**src/rtl/regfile_tagged_pkg.sv**
```systemverilog
`default_nettype none
// +----------------------------------------------------------------------------+
// | Module      : regfile_tagged_pkg                                           |
// | Description : Shared widths and constants for the tagged register file     |
// |               and its read lookup.                                         |
// |               Successor of the core defines header: register bus widths,   |
// |               register count, zero word, boolean constants and the ROB     |
// |               tag bus width.                                               |
// | Ports       : none (package)                                               |
// | Revision    : 1.0 - initial release                                        |
// +----------------------------------------------------------------------------+
package regfile_tagged_pkg;

  // Equivalents of RegBus / RegAddrBus / RegNum / RobTagBus
  localparam int unsigned c_reg_bus_w      = 32;
  localparam int unsigned c_reg_addr_bus_w = 5;
  localparam int unsigned c_reg_num        = 2 ** c_reg_addr_bus_w;
  localparam int unsigned c_rob_tag_bus_w  = 4;

  localparam logic [c_reg_bus_w-1:0] c_zero_word = '0;
  localparam logic                   c_true      = 1'b1;
  localparam logic                   c_false     = 1'b0;

  // Where a read port takes its answer from
  typedef enum logic [1:0] {
    RD_OFF    = 2'd0,  // disabled, x0, frozen or in reset
    RD_BYPASS = 2'd1,  // pending producer is committing this cycle
    RD_WAIT   = 2'd2,  // pending producer, consumer waits on the tag
    RD_VALUE  = 2'd3   // architectural value is current
  } rd_src_e;

endpackage : regfile_tagged_pkg
`default_nettype wire

```
**src/rtl/regfile_tagged_if.sv**
```systemverilog
`default_nettype none
// +----------------------------------------------------------------------------+
// | Module      : regfile_tagged_if                                            |
// | Description : Bus bundle of the tagged register file. The master side     |
// |               (decode / ROB) drives control, rename, commit and read       |
// |               requests; the slave side (register file) returns read data. |
// | Signals     : rdy, flush, rn_req/rn_addr/rn_tag, cm_req/cm_addr/cm_tag/    |
// |               cm_data, rd_req/rd_addr (in), rd_data/rd_busy/rd_tag (out)   |
// | Revision    : 1.0 - initial release                                        |
// +----------------------------------------------------------------------------+
interface regfile_tagged_if
  import regfile_tagged_pkg::*;
#(
  parameter int DATA_W = c_reg_bus_w,
  parameter int ADDR_W = c_reg_addr_bus_w,
  parameter int TAG_W  = c_rob_tag_bus_w,
  parameter int NUM_RD = 2
);

  logic                     rdy;
  logic                     flush;
  logic                     rn_req;
  logic [ADDR_W-1:0]        rn_addr;
  logic [TAG_W-1:0]         rn_tag;
  logic                     cm_req;
  logic [ADDR_W-1:0]        cm_addr;
  logic [TAG_W-1:0]         cm_tag;
  logic [DATA_W-1:0]        cm_data;
  logic [NUM_RD-1:0]        rd_req;
  logic [NUM_RD*ADDR_W-1:0] rd_addr;
  logic [NUM_RD*DATA_W-1:0] rd_data;
  logic [NUM_RD-1:0]        rd_busy;
  logic [NUM_RD*TAG_W-1:0]  rd_tag;

  modport master (
    output rdy, flush, rn_req, rn_addr, rn_tag,
    output cm_req, cm_addr, cm_tag, cm_data,
    output rd_req, rd_addr,
    input  rd_data, rd_busy, rd_tag
  );

  modport slave (
    input  rdy, flush, rn_req, rn_addr, rn_tag,
    input  cm_req, cm_addr, cm_tag, cm_data,
    input  rd_req, rd_addr,
    output rd_data, rd_busy, rd_tag
  );

endinterface : regfile_tagged_if
`default_nettype wire

```
**src/rtl/regfile_rd_lookup.sv**
```systemverilog
`default_nettype none
// +----------------------------------------------------------------------------+
// | Module      : regfile_rd_lookup                                            |
// | Description : One combinational read port of the tagged register file.    |
// |               Returns the committing value (bypass), the pending tag, or  |
// |               the stored value, in that priority order.                    |
// | Ports       : en        - rdy and not in reset                             |
// |               req/addr  - read request and register address                |
// |               busy_arr/tag_arr/data_arr - full register state              |
// |               cm_req/cm_tag/cm_data     - same-cycle commit for bypass     |
// |               data/busy/tag             - read result                      |
// | Revision    : 1.0 - initial release                                        |
// +----------------------------------------------------------------------------+
module regfile_rd_lookup
  import regfile_tagged_pkg::*;
#(
  parameter int DATA_W = c_reg_bus_w,
  parameter int ADDR_W = c_reg_addr_bus_w,
  parameter int TAG_W  = c_rob_tag_bus_w,
  localparam int NREG  = 2 ** ADDR_W
) (
  input  logic                         en,
  input  logic                         req,
  input  logic [ADDR_W-1:0]            addr,
  input  logic [NREG-1:0]              busy_arr,
  input  logic [NREG-1:0][TAG_W-1:0]   tag_arr,
  input  logic [NREG-1:0][DATA_W-1:0]  data_arr,
  input  logic                         cm_req,
  input  logic [TAG_W-1:0]             cm_tag,
  input  logic [DATA_W-1:0]            cm_data,
  output logic [DATA_W-1:0]            data,
  output logic                         busy,
  output logic [TAG_W-1:0]             tag
);

  rd_src_e w_src;

  always_comb begin
    w_src = RD_OFF;
    if (en && req && (addr != '0)) begin
      if (busy_arr[addr] && cm_req && (tag_arr[addr] == cm_tag)) begin
        w_src = RD_BYPASS;
      end else if (busy_arr[addr]) begin
        w_src = RD_WAIT;
      end else begin
        w_src = RD_VALUE;
      end
    end
  end

  always_comb begin
    data = '0;
    busy = c_false;
    tag  = '0;
    case (w_src)
      RD_BYPASS: data = cm_data;
      RD_WAIT: begin
        busy = c_true;
        tag  = tag_arr[addr];
      end
      RD_VALUE:  data = data_arr[addr];
      default:   data = '0;
    endcase
  end

endmodule : regfile_rd_lookup
`default_nettype wire

```
**src/rtl/regfile_tagged.sv**
```systemverilog
`default_nettype none
// +----------------------------------------------------------------------------+
// | Module      : regfile_tagged                                               |
// | Description : Architectural register file for an out-of-order back end.   |
// |               Each register holds data, a busy bit and the ROB tag of its  |
// |               pending producer. Decode renames, the ROB commits, a flush  |
// |               drops all rename state. Register 0 is hard-wired to zero.   |
// | Ports       : clk - clock, rising edge                                     |
// |               rst - synchronous reset, active low                          |
// |               bus - regfile_tagged_if.slave (control, rename, commit,      |
// |                     read ports)                                            |
// | Revision    : 1.0 - initial release                                        |
// +----------------------------------------------------------------------------+
module regfile_tagged
  import regfile_tagged_pkg::*;
#(
  parameter int DATA_W = c_reg_bus_w,
  parameter int ADDR_W = c_reg_addr_bus_w,
  parameter int TAG_W  = c_rob_tag_bus_w,
  parameter int NUM_RD = 2
) (
  input  logic             clk,
  input  logic             rst,
  regfile_tagged_if.slave  bus
);

  localparam int c_nreg = 2 ** ADDR_W;

  logic [c_nreg-1:0][DATA_W-1:0] r_data;
  logic [c_nreg-1:0]             r_busy;
  logic [c_nreg-1:0][TAG_W-1:0]  r_tag;

  logic w_rn_wr;
  logic w_cm_wr;
  logic w_cm_clr;
  logic w_rd_en;

  assign w_rn_wr = bus.rn_req && (bus.rn_addr != '0);
  assign w_cm_wr = bus.cm_req && (bus.cm_addr != '0);
  // A rename of the same register this cycle keeps it busy under the new tag
  assign w_cm_clr = w_cm_wr && (r_tag[bus.cm_addr] == bus.cm_tag) &&
                    !(w_rn_wr && (bus.rn_addr == bus.cm_addr));
  // Reads are blanked while frozen or held in reset
  assign w_rd_en = rst && bus.rdy;

  always_ff @(posedge clk) begin
    if (!rst) begin
      r_data <= '0;
      r_busy <= '0;
      r_tag  <= '0;
    end else if (bus.rdy) begin
      // The committing instruction is older than any flush, so its data lands
      if (w_cm_wr) begin
        r_data[bus.cm_addr] <= bus.cm_data;
      end
      if (bus.flush) begin
        r_busy <= '0;
      end else begin
        if (w_cm_clr) begin
          r_busy[bus.cm_addr] <= c_false;
        end
        if (w_rn_wr) begin
          r_busy[bus.rn_addr] <= c_true;
          r_tag[bus.rn_addr]  <= bus.rn_tag;
        end
      end
    end
  end

  logic [DATA_W-1:0] w_rd_data [NUM_RD];
  logic              w_rd_busy [NUM_RD];
  logic [TAG_W-1:0]  w_rd_tag  [NUM_RD];

  generate
    for (genvar k = 0; k < NUM_RD; k++) begin : g_rd_port
      regfile_rd_lookup #(
        .DATA_W (DATA_W),
        .ADDR_W (ADDR_W),
        .TAG_W  (TAG_W)
      ) u_lookup (
        .en       (w_rd_en),
        .req      (bus.rd_req[k]),
        .addr     (bus.rd_addr[k*ADDR_W +: ADDR_W]),
        .busy_arr (r_busy),
        .tag_arr  (r_tag),
        .data_arr (r_data),
        .cm_req   (bus.cm_req),
        .cm_tag   (bus.cm_tag),
        .cm_data  (bus.cm_data),
        .data     (w_rd_data[k]),
        .busy     (w_rd_busy[k]),
        .tag      (w_rd_tag[k])
      );
    end
  endgenerate

  always_comb begin
    bus.rd_data = '0;
    bus.rd_busy = '0;
    bus.rd_tag  = '0;
    for (int k = 0; k < NUM_RD; k++) begin
      bus.rd_data[k*DATA_W +: DATA_W] = w_rd_data[k];
      bus.rd_busy[k]                  = w_rd_busy[k];
      bus.rd_tag[k*TAG_W +: TAG_W]    = w_rd_tag[k];
    end
  end

endmodule : regfile_tagged
`default_nettype wire

```
**src/flat_wrapper.sv**
```systemverilog
// flat-port wrapper written by rule: the top's interface ports become plain ports
module regfile_tagged_flat import regfile_tagged_pkg::*;
#(
  parameter int DATA_W = c_reg_bus_w,
  parameter int ADDR_W = c_reg_addr_bus_w,
  parameter int TAG_W  = c_rob_tag_bus_w,
  parameter int NUM_RD = 2
)
  (clk, rst, bus_rdy, bus_flush, bus_rn_req, bus_rn_addr, bus_rn_tag, bus_cm_req, bus_cm_addr, bus_cm_tag, bus_cm_data, bus_rd_req, bus_rd_addr, bus_rd_data, bus_rd_busy, bus_rd_tag);
  regfile_tagged_if #(.DATA_W(DATA_W), .ADDR_W(ADDR_W), .TAG_W(TAG_W), .NUM_RD(NUM_RD)) bus_i ();
  input  logic clk;
  input  logic rst;
  input wire logic [$bits(bus_i.rdy)-1:0] bus_rdy;
  input wire logic [$bits(bus_i.flush)-1:0] bus_flush;
  input wire logic [$bits(bus_i.rn_req)-1:0] bus_rn_req;
  input wire logic [$bits(bus_i.rn_addr)-1:0] bus_rn_addr;
  input wire logic [$bits(bus_i.rn_tag)-1:0] bus_rn_tag;
  input wire logic [$bits(bus_i.cm_req)-1:0] bus_cm_req;
  input wire logic [$bits(bus_i.cm_addr)-1:0] bus_cm_addr;
  input wire logic [$bits(bus_i.cm_tag)-1:0] bus_cm_tag;
  input wire logic [$bits(bus_i.cm_data)-1:0] bus_cm_data;
  input wire logic [$bits(bus_i.rd_req)-1:0] bus_rd_req;
  input wire logic [$bits(bus_i.rd_addr)-1:0] bus_rd_addr;
  output wire logic [$bits(bus_i.rd_data)-1:0] bus_rd_data;
  output wire logic [$bits(bus_i.rd_busy)-1:0] bus_rd_busy;
  output wire logic [$bits(bus_i.rd_tag)-1:0] bus_rd_tag;
  assign bus_i.rdy = bus_rdy;
  assign bus_i.flush = bus_flush;
  assign bus_i.rn_req = bus_rn_req;
  assign bus_i.rn_addr = bus_rn_addr;
  assign bus_i.rn_tag = bus_rn_tag;
  assign bus_i.cm_req = bus_cm_req;
  assign bus_i.cm_addr = bus_cm_addr;
  assign bus_i.cm_tag = bus_cm_tag;
  assign bus_i.cm_data = bus_cm_data;
  assign bus_i.rd_req = bus_rd_req;
  assign bus_i.rd_addr = bus_rd_addr;
  assign bus_rd_data = bus_i.rd_data;
  assign bus_rd_busy = bus_i.rd_busy;
  assign bus_rd_tag = bus_i.rd_tag;
  regfile_tagged #(.DATA_W(DATA_W), .ADDR_W(ADDR_W), .TAG_W(TAG_W), .NUM_RD(NUM_RD)) u_core (.clk(clk), .rst(rst), .bus(bus_i));
endmodule
```
**config.mk**
```make
export PLATFORM = sky130hd
export DESIGN_NAME = regfile_tagged_flat
export DESIGN_NICKNAME = d
export VERILOG_FILES = /design/src/rtl/regfile_tagged_pkg.sv /design/src/rtl/regfile_tagged_if.sv /design/src/rtl/regfile_rd_lookup.sv /design/src/rtl/regfile_tagged.sv /design/src/flat_wrapper.sv
export SDC_FILE = /design/constraint.sdc
export NUM_CORES = 2
export LEC_CHECK = 0
export CAP_MARGIN = 20
export CORE_MARGIN = 10
export CORE_UTILIZATION = 55
export CTS_BUF_LIST = sky130_fd_sc_hd__clkbuf_16
export DETAILED_ROUTE_END_ITERATION = 10
export PLACE_DENSITY = 0.72
export SYNTH_ARGS = -nofsm -noshare
export SYNTH_HDL_FRONTEND = slang
export SYNTH_SLANG_ARGS = --single-unit
```
**constraint.sdc**
```tcl
create_clock -name clk -period 8.45 [get_ports clk]
set_clock_uncertainty 0.05 [all_clocks]
set_input_delay 0.845 -clock clk [delete_from_list [all_inputs] [get_ports clk]]
set_output_delay 0.845 -clock clk [all_outputs]
set_load 0.1 [all_outputs]
```
# ---- After elaboration in Yosys (flattened, before gate mapping)
# Index checks and enable logic that the tools add are counted.
dict set report totals {
  register_bits 1184
}
dict set report classes {
  n_reduce_logical 23
  muxes 42
  n_bitwise 4
  n_eq_ne 10
  magnitude_cmp 6
}
# operator n
set ops {}
lappend ops {{$bwmux 1024} 1}
lappend ops {{$bmux 32 s5} 2}
lappend ops {{$mux 32} 9}
lappend ops {{$demux 32 s5} 1}
lappend ops {{$bwmux 128} 1}
lappend ops {{$pmux 32 s2} 2}
lappend ops {{$bmux 4 s5} 3}
lappend ops {{$and 32x32->32} 1}
lappend ops {{$not 32->32} 1}
lappend ops {{$or 32x32->32} 1}
lappend ops {{$lt 5x6->1 const B} 4}
lappend ops {{$mux 4} 6}
lappend ops {{$demux 4 s5} 1}
lappend ops {{$reduce_bool 5->1} 4}
lappend ops {{$logic_and 1x1->1} 16}
lappend ops {{$eq 4x4->1} 3}
lappend ops {{$bmux 1 s5} 2}
lappend ops {{$demux 1 s5} 2}
lappend ops {{$ge 5x1->1 const B} 2}
lappend ops {{$eq 2x2->1 const B} 4}
lappend ops {{$mux 1} 8}
lappend ops {{$mux 2} 4}
lappend ops {{$eq 5x5->1} 1}
lappend ops {{$eq 2x1->1 const B} 2}
lappend ops {{4 further kinds} 4}

# ---- Depth between registers and ports, before layout
dict set report depth {
  ltp_word 13
  ltp_mapped 13
}

# ---- Modules after synthesis
# Synthesis repeated with hierarchy kept, for this count alone.
dict set report unflattened {
  hier_cells 6734
  area_unflattened_um2 65515.3
}
# mod area_each_um2 instances cells_per_inst seq_area_each_um2
set by_module_without_submodules {}
lappend by_module_without_submodules {regfile_tagged 45741.4 1 5416 23702.7}
lappend by_module_without_submodules {regfile_rd_lookup 9887.0 2 659 0.0}

# ---- Worst setup path before layout
# Ideal clock, no wire load.
dict set report synth_timing {
  path_kind {input to output}
  startpoint {input port bus_rd_addr[5]}
  endpoint {output port bus_rd_tag[4]}
  setup_slack_ns 1.943
  path_stages 11
  t_arrival_ns 5.612
  n_path_buf 5
  cell_sequence {buf_2 buf_2 clkbuf_1 buf_2 mux2i_1 a22oi_1 nand2_1 xnor2_1 nor4_2 buf_2 nor4_1}
}
dict set report synth_via {
  elab_chain_cells 8
  word_cells_on_any_way 14
}
# element line
set synth_rtl {}
lappend synth_rtl {{start: declaration} flat_wrapper.sv:23} ;# input wire logic [$bits(bus_i.rd_addr)-1:0] bus_rd_addr;
lappend synth_rtl {{$bmux 4 s5 or $bmux 1 s5 (tied branches)} {regfile_rd_lookup.sv:41, regfile_rd_lookup.sv:59, regfile_rd_lookup.sv:43}}
lappend synth_rtl {{$mux 4 (implied by the code) or $mux 1 (tied branches)} {regfile_rd_lookup.sv:41, regfile_rd_lookup.sv:59, regfile_rd_lookup.sv:43}}
lappend synth_rtl {{$eq 4x4->1 or $logic_and 1x1->1 (tied branches)} regfile_rd_lookup.sv:41} ;# if (busy_arr[addr] && cm_req && (tag_arr[addr] == cm_tag)) begin
lappend synth_rtl {{$logic_and 1x1->1} regfile_rd_lookup.sv:41}
lappend synth_rtl {{$mux 2} regfile_rd_lookup.sv:41}
lappend synth_rtl {{$mux 2} regfile_rd_lookup.sv:40} ;# if (en && req && (addr != '0)) begin
lappend synth_rtl {{$eq 2x2->1} regfile_rd_lookup.sv:55} ;# case (w_src)
lappend synth_rtl {{$mux 4 (*)} regfile_rd_lookup.sv:55}
lappend synth_rtl {{end: declaration} flat_wrapper.sv:26} ;# output wire logic [$bits(bus_i.rd_tag)-1:0] bus_rd_tag;
# Mark *: on every way between the ends. The rest lies on a longest branch, timed or not. The select of a mux whose other input is x is not followed.

# ---- Final worst setup path
dict set report layout_timing {
  startpoint {input port bus_rd_addr[8]}
  endpoint {output port bus_rd_data[56]}
}
dict set report layout_via {
  elab_chain_cells 8
  word_cells_on_any_way 17
}
# element line
set layout_rtl {}
lappend layout_rtl {{$bmux 4 s5 or $bmux 1 s5 (tied branches)} {regfile_rd_lookup.sv:41, regfile_rd_lookup.sv:43}}
lappend layout_rtl {{$mux 4 (implied by the code) or $mux 1 (tied branches)} {regfile_rd_lookup.sv:41, regfile_rd_lookup.sv:43}}
lappend layout_rtl {{$eq 4x4->1 or $logic_and 1x1->1 (tied branches)} regfile_rd_lookup.sv:41}
lappend layout_rtl {{$logic_and 1x1->1} regfile_rd_lookup.sv:41}
lappend layout_rtl {{$mux 2} regfile_rd_lookup.sv:41}
lappend layout_rtl {{$mux 2} regfile_rd_lookup.sv:40}
lappend layout_rtl {{$eq 2x2->1 or $eq 2x1->1 (tied branches)} regfile_rd_lookup.sv:55}
lappend layout_rtl {{$pmux 32 s2 (*)} regfile_rd_lookup.sv:55}
lappend layout_rtl {{end: declaration} flat_wrapper.sv:24} ;# output wire logic [$bits(bus_i.rd_data)-1:0] bus_rd_data;
# Marked as above.

==> run summary <==
The number of nets at the end of the flow came out at about 6400. The cell class contributing the biggest share of worst-path delay is buffers and inverters. The kind of end point of the critical path is an output port. Traced cell by cell, the critical path runs through clkdlybuf4s50_1 > inv_6 > mux2i_1 > o22ai_1 > nor3_1 > xnor2_1 > nor4_4 > buf_4 > a31o_2 > clkdlybuf4s50_1. The ratio of routed vias to standard cells came out at between 6 and 7. The power per cell area came out at about 170 mW/mm^2. The fill cell instance count of the final layout is 9535.

The count of buffers added on input and output ports is approximately 140. The synthesized net count is 6677. The number of endpoints with negative hold slack in the final report came out at 0. The count of final max-slew check failures came out at 0. For this run, the slowest stage of the critical path takes ~1.1 ns. The number of max-capacitance violations reported is 0. The first-iteration detailed-routing DRC count came out at between 7000 and 8000. The completed layout was analyzed and its total power is between 0.01 and 0.015 W.

TritonCTS built the clock tree. Clock tree synthesis inserted a total of 120 buffers. Setup repair after global routing left no endpoint under its margin. The mean instance size in the synthesized netlist came out at a little under 10 um^2.

The relative slew slack came out at ~17%. The first-pass GRT wire length came out at about 340 mm. The share of the synthesized area in the top cell type came out at 36.5%.

The sequential element share of the synthesized area is between 30% and 40%. The number of cells upsized or downsized after cts is 0. The worst hold path belongs to the class flip-flop to flip-flop. Entering global routing, the biggest net connects 133 pins. The worst setup path is launched from a primary input. The cell that appears most often on the critical path is sky130_fd_sc_hd__clkdlybuf4s50_1. The number of H-tree levels is 3. The starting density of the core is 55.6%.

The number of flip-flops and latches in the synthesized netlist is ~1200. Yosys printed 0 warnings. The core box area came out at around 0.12 mm^2. The maximum vdd drop is ~0.18 mV. The fraction of the core area covered by cells at the end of the flow came out at ~60%. The total number of placement rows is between 100 and 150. The final worst hold slack came out at about 0.43 ns. Detailed placement ended at an HPWL of 132 mm. For this run, design rule violations remaining after detail routing come to 0. The clock-pin slew on the worst setup and hold paths is roughly 0.06 ns.

The post-synthesis cell count is 6609. The first-pass detailed-route iteration total is 8. Yosys mapped a number of flops with a built-in enable equal to 0. In the final layout, the share of cells above drive strength 1 is 18.2%.

For this run, the total global-route usage over all layers was measured as between 30% and 40%. The final-report setup violation count is 0. The commonest cells after synthesis are sky130_fd_sc_hd__nand2_1, sky130_fd_sc_hd__dfxtp_1, sky130_fd_sc_hd__a21boi_0. The number of distinct library cells after synthesis is 53.

For this run, asynchronously set or reset flops after synthesis account for 0%. The vertical die dimension came out at ~360 um. In the synthesized netlist the dominant register cell turns out to be sky130_fd_sc_hd__dfxtp_1. The antenna violation net count after detailed routing is 0.

The arrival time at the worst endpoint came out at between 5 and 6 ns. The time the worst path needs with I/O delays and setup is 6.76 ns. The slew at the pin closest to its max-slew limit is 1.24 ns.

The most frequently used cell type in the post-synthesis netlist is sky130_fd_sc_hd__nand2_1. The initial antenna violation count came to 5. The routed wire length per instance is between 20 and 30 um. In the final timing run, aggregate negative setup slack is 0 ns.

The width of the chip came out at 363 um. The full die area came out at approximately 0.13 mm^2. The insertion delay to the later sink of the worst-skew pair came out at 0.76 ns. The routed via count came out at between 50000 and 60000. The buffer cell driving the clock tree root is sky130_fd_sc_hd__clkbuf_16.

The count of pins on the block boundary came out at between 100 and 150. STA puts the critical path data required time at 7.56 ns. The class of the most critical setup path is primary input to output port.

The run finished with clean final reports. The synthesis-to-layout area growth is 9.38%. Along the worst path, the maximum fanout reaches 37. The netlist area before placement came out at around 0.065 mm^2. The static power due to leakage came out at 22.9 nW. The via count of the first global-routing pass came out at roughly 53000. Dividing the final minimum period by the clock period gives 79.9%. The clock passes through at most 3 buffers. The largest area contributor in the netlist is sky130_fd_sc_hd__dfxtp_1. The critical path buffer and inverter count came out at 4.

The hold-fix buffer count after cts is 0. The global-route congestion overflow total came out at 0. The total number of clock tree sinks is ~1200.

The maximum clock frequency came out at between 100 and 150 MHz. At the end of routability-driven placement, the weighted congestion stood at slightly below 1. The number of buffers added for setup after CTS is 0. The slowest stage of the critical path is the sky130_fd_sc_hd__clkdlybuf4s50_1 cell.

Ranked by total cell area, the synthesized netlist is headed by sky130_fd_sc_hd__dfxtp_1, sky130_fd_sc_hd__mux4_2, sky130_fd_sc_hd__nand2_1. The total wire length after detailed routing is 235 mm.
==> through the flow <==
step / cell area, um^2 / setup WS (ns) / cells
global placement: 66900 / 1.69 / 7714
floorplan: 64900 / 1.94 / 6609
detailed placement: 66900 / 1.67 / 7717
global route: 71000 / 1.54 / 7946
CTS: 70900 / 1.66 / 7944
finish: 71000 / 1.69 / 7949
==> path summary, 6_finish.rpt <==
| kind | startpoint | to | slack (ns) | depth (start not counted) |
|---|---|---|---|---|
| worst max-delay path | bus_rd_addr[8] | bus_rd_data[56] | 1.69 | 10 |
| worst max register to register | u_core.r_tag[93] | u_core.r_busy[14] | 5.26 | 8 |
| worst min-delay path | u_core.r_data[881] | u_core.r_data[881] | 0.43 | 2 |
| worst min register to register | u_core.r_data[881] | u_core.r_data[881] | 0.43 | 2 |
==> placed cells by master, fill, tap and decap left out, types with 11 or more instances in the layout <==
cell type	instances
sky130_fd_sc_hd__and2_1	46
sky130_fd_sc_hd__nand2_2	29
sky130_fd_sc_hd__nand2_1	2067
sky130_fd_sc_hd__o21ai_0	17
sky130_fd_sc_hd__mux2i_1	269
sky130_fd_sc_hd__clkdlybuf4s50_1	117
sky130_fd_sc_hd__clkbuf_16	121
sky130_fd_sc_hd__buf_4	151
sky130_fd_sc_hd__buf_12	11
sky130_fd_sc_hd__a31o_2	35
sky130_fd_sc_hd__nor2b_1	128
sky130_fd_sc_hd__clkinv_2	13
sky130_fd_sc_hd__dfxtp_1	1184
sky130_fd_sc_hd__a31o_1	11
sky130_fd_sc_hd__nor2_1	79
sky130_fd_sc_hd__bufinv_16	18
sky130_fd_sc_hd__mux4_2	722
sky130_fd_sc_hd__clkinv_1	33
sky130_fd_sc_hd__a32o_1	30
sky130_fd_sc_hd__inv_1	51
sky130_fd_sc_hd__nand4_1	35
sky130_fd_sc_hd__o22ai_1	56
sky130_fd_sc_hd__a21boi_0	1005
sky130_fd_sc_hd__a21o_1	13
sky130_fd_sc_hd__nor2_4	30
==> final cells by class <==
type / count / area, um^2 / area share (%)
Tap cell: 1524 / 1910 / 2.69
Inverter: 20 / 80.1 / 0.113
Timing Repair Buffer: 289 / 2670 / 3.76
Clock buffer: 121 / 3030 / 4.27
Sequential cell: 1184 / 23700 / 33.4
Multi-Input combinational cell: 4702 / 38600 / 54.4
Clock inverter: 106 / 972 / 1.37
Antenna cell: 3 / 7.51 / 0.0106
==> state kept, by name (all words and copies together) (netlist names) <==
name / flops
u_core.r_busy: 32
u_core.r_tag: 128
u_core.r_data: 1024
==> per-layer routing <==
metal  wire (um)  vias up  GRT usage [%]
li1            -    22794              -
met1       85200    26494           43.7
met2      101000     3890           51.3
met3       32500     1040           11.9
met4       16300       10           20.6
met5          67        -              0
==> where the power goes <==
part | total [W] | internal [W] | switching [W]
sequential | 0.00562 | 0.00560 | 0.0000160
combinational | 0.000920 | 0.000333 | 0.000587
clock | 0.00553 | 0.00314 | 0.00240
==> worst reg2reg max path, cell delays in order, from the launching register on <==
cell and delay [ns]:
sky130_fd_sc_hd__dfxtp_1 0.33, sky130_fd_sc_hd__mux2i_1 0.36, sky130_fd_sc_hd__o22ai_1 0.16, sky130_fd_sc_hd__or4_1 0.51, sky130_fd_sc_hd__or4_1 0.42, sky130_fd_sc_hd__a222oi_1 0.37
sky130_fd_sc_hd__buf_4 0.41, sky130_fd_sc_hd__nand4_1 0.18, sky130_fd_sc_hd__a32o_1 0.29
==> logic make-up (layout without fill, tap and decap cells) <==
kind of cell              after synthesis  count (layout)  synth area share (%)
and+or+nand+nor                      2509            2509                  15.8
AOI/OAI and AO/OA                    1189            1189                  13.8
DFF                                  1184            1184                  36.5
muxes                                 994             994                  29.3
buffers and inverters                 723             536                  4.50
xor gates and xnor gates               10              10                 0.135
other                                   0               3                     0
Note: power is estimated with default switching activity, not from simulation.
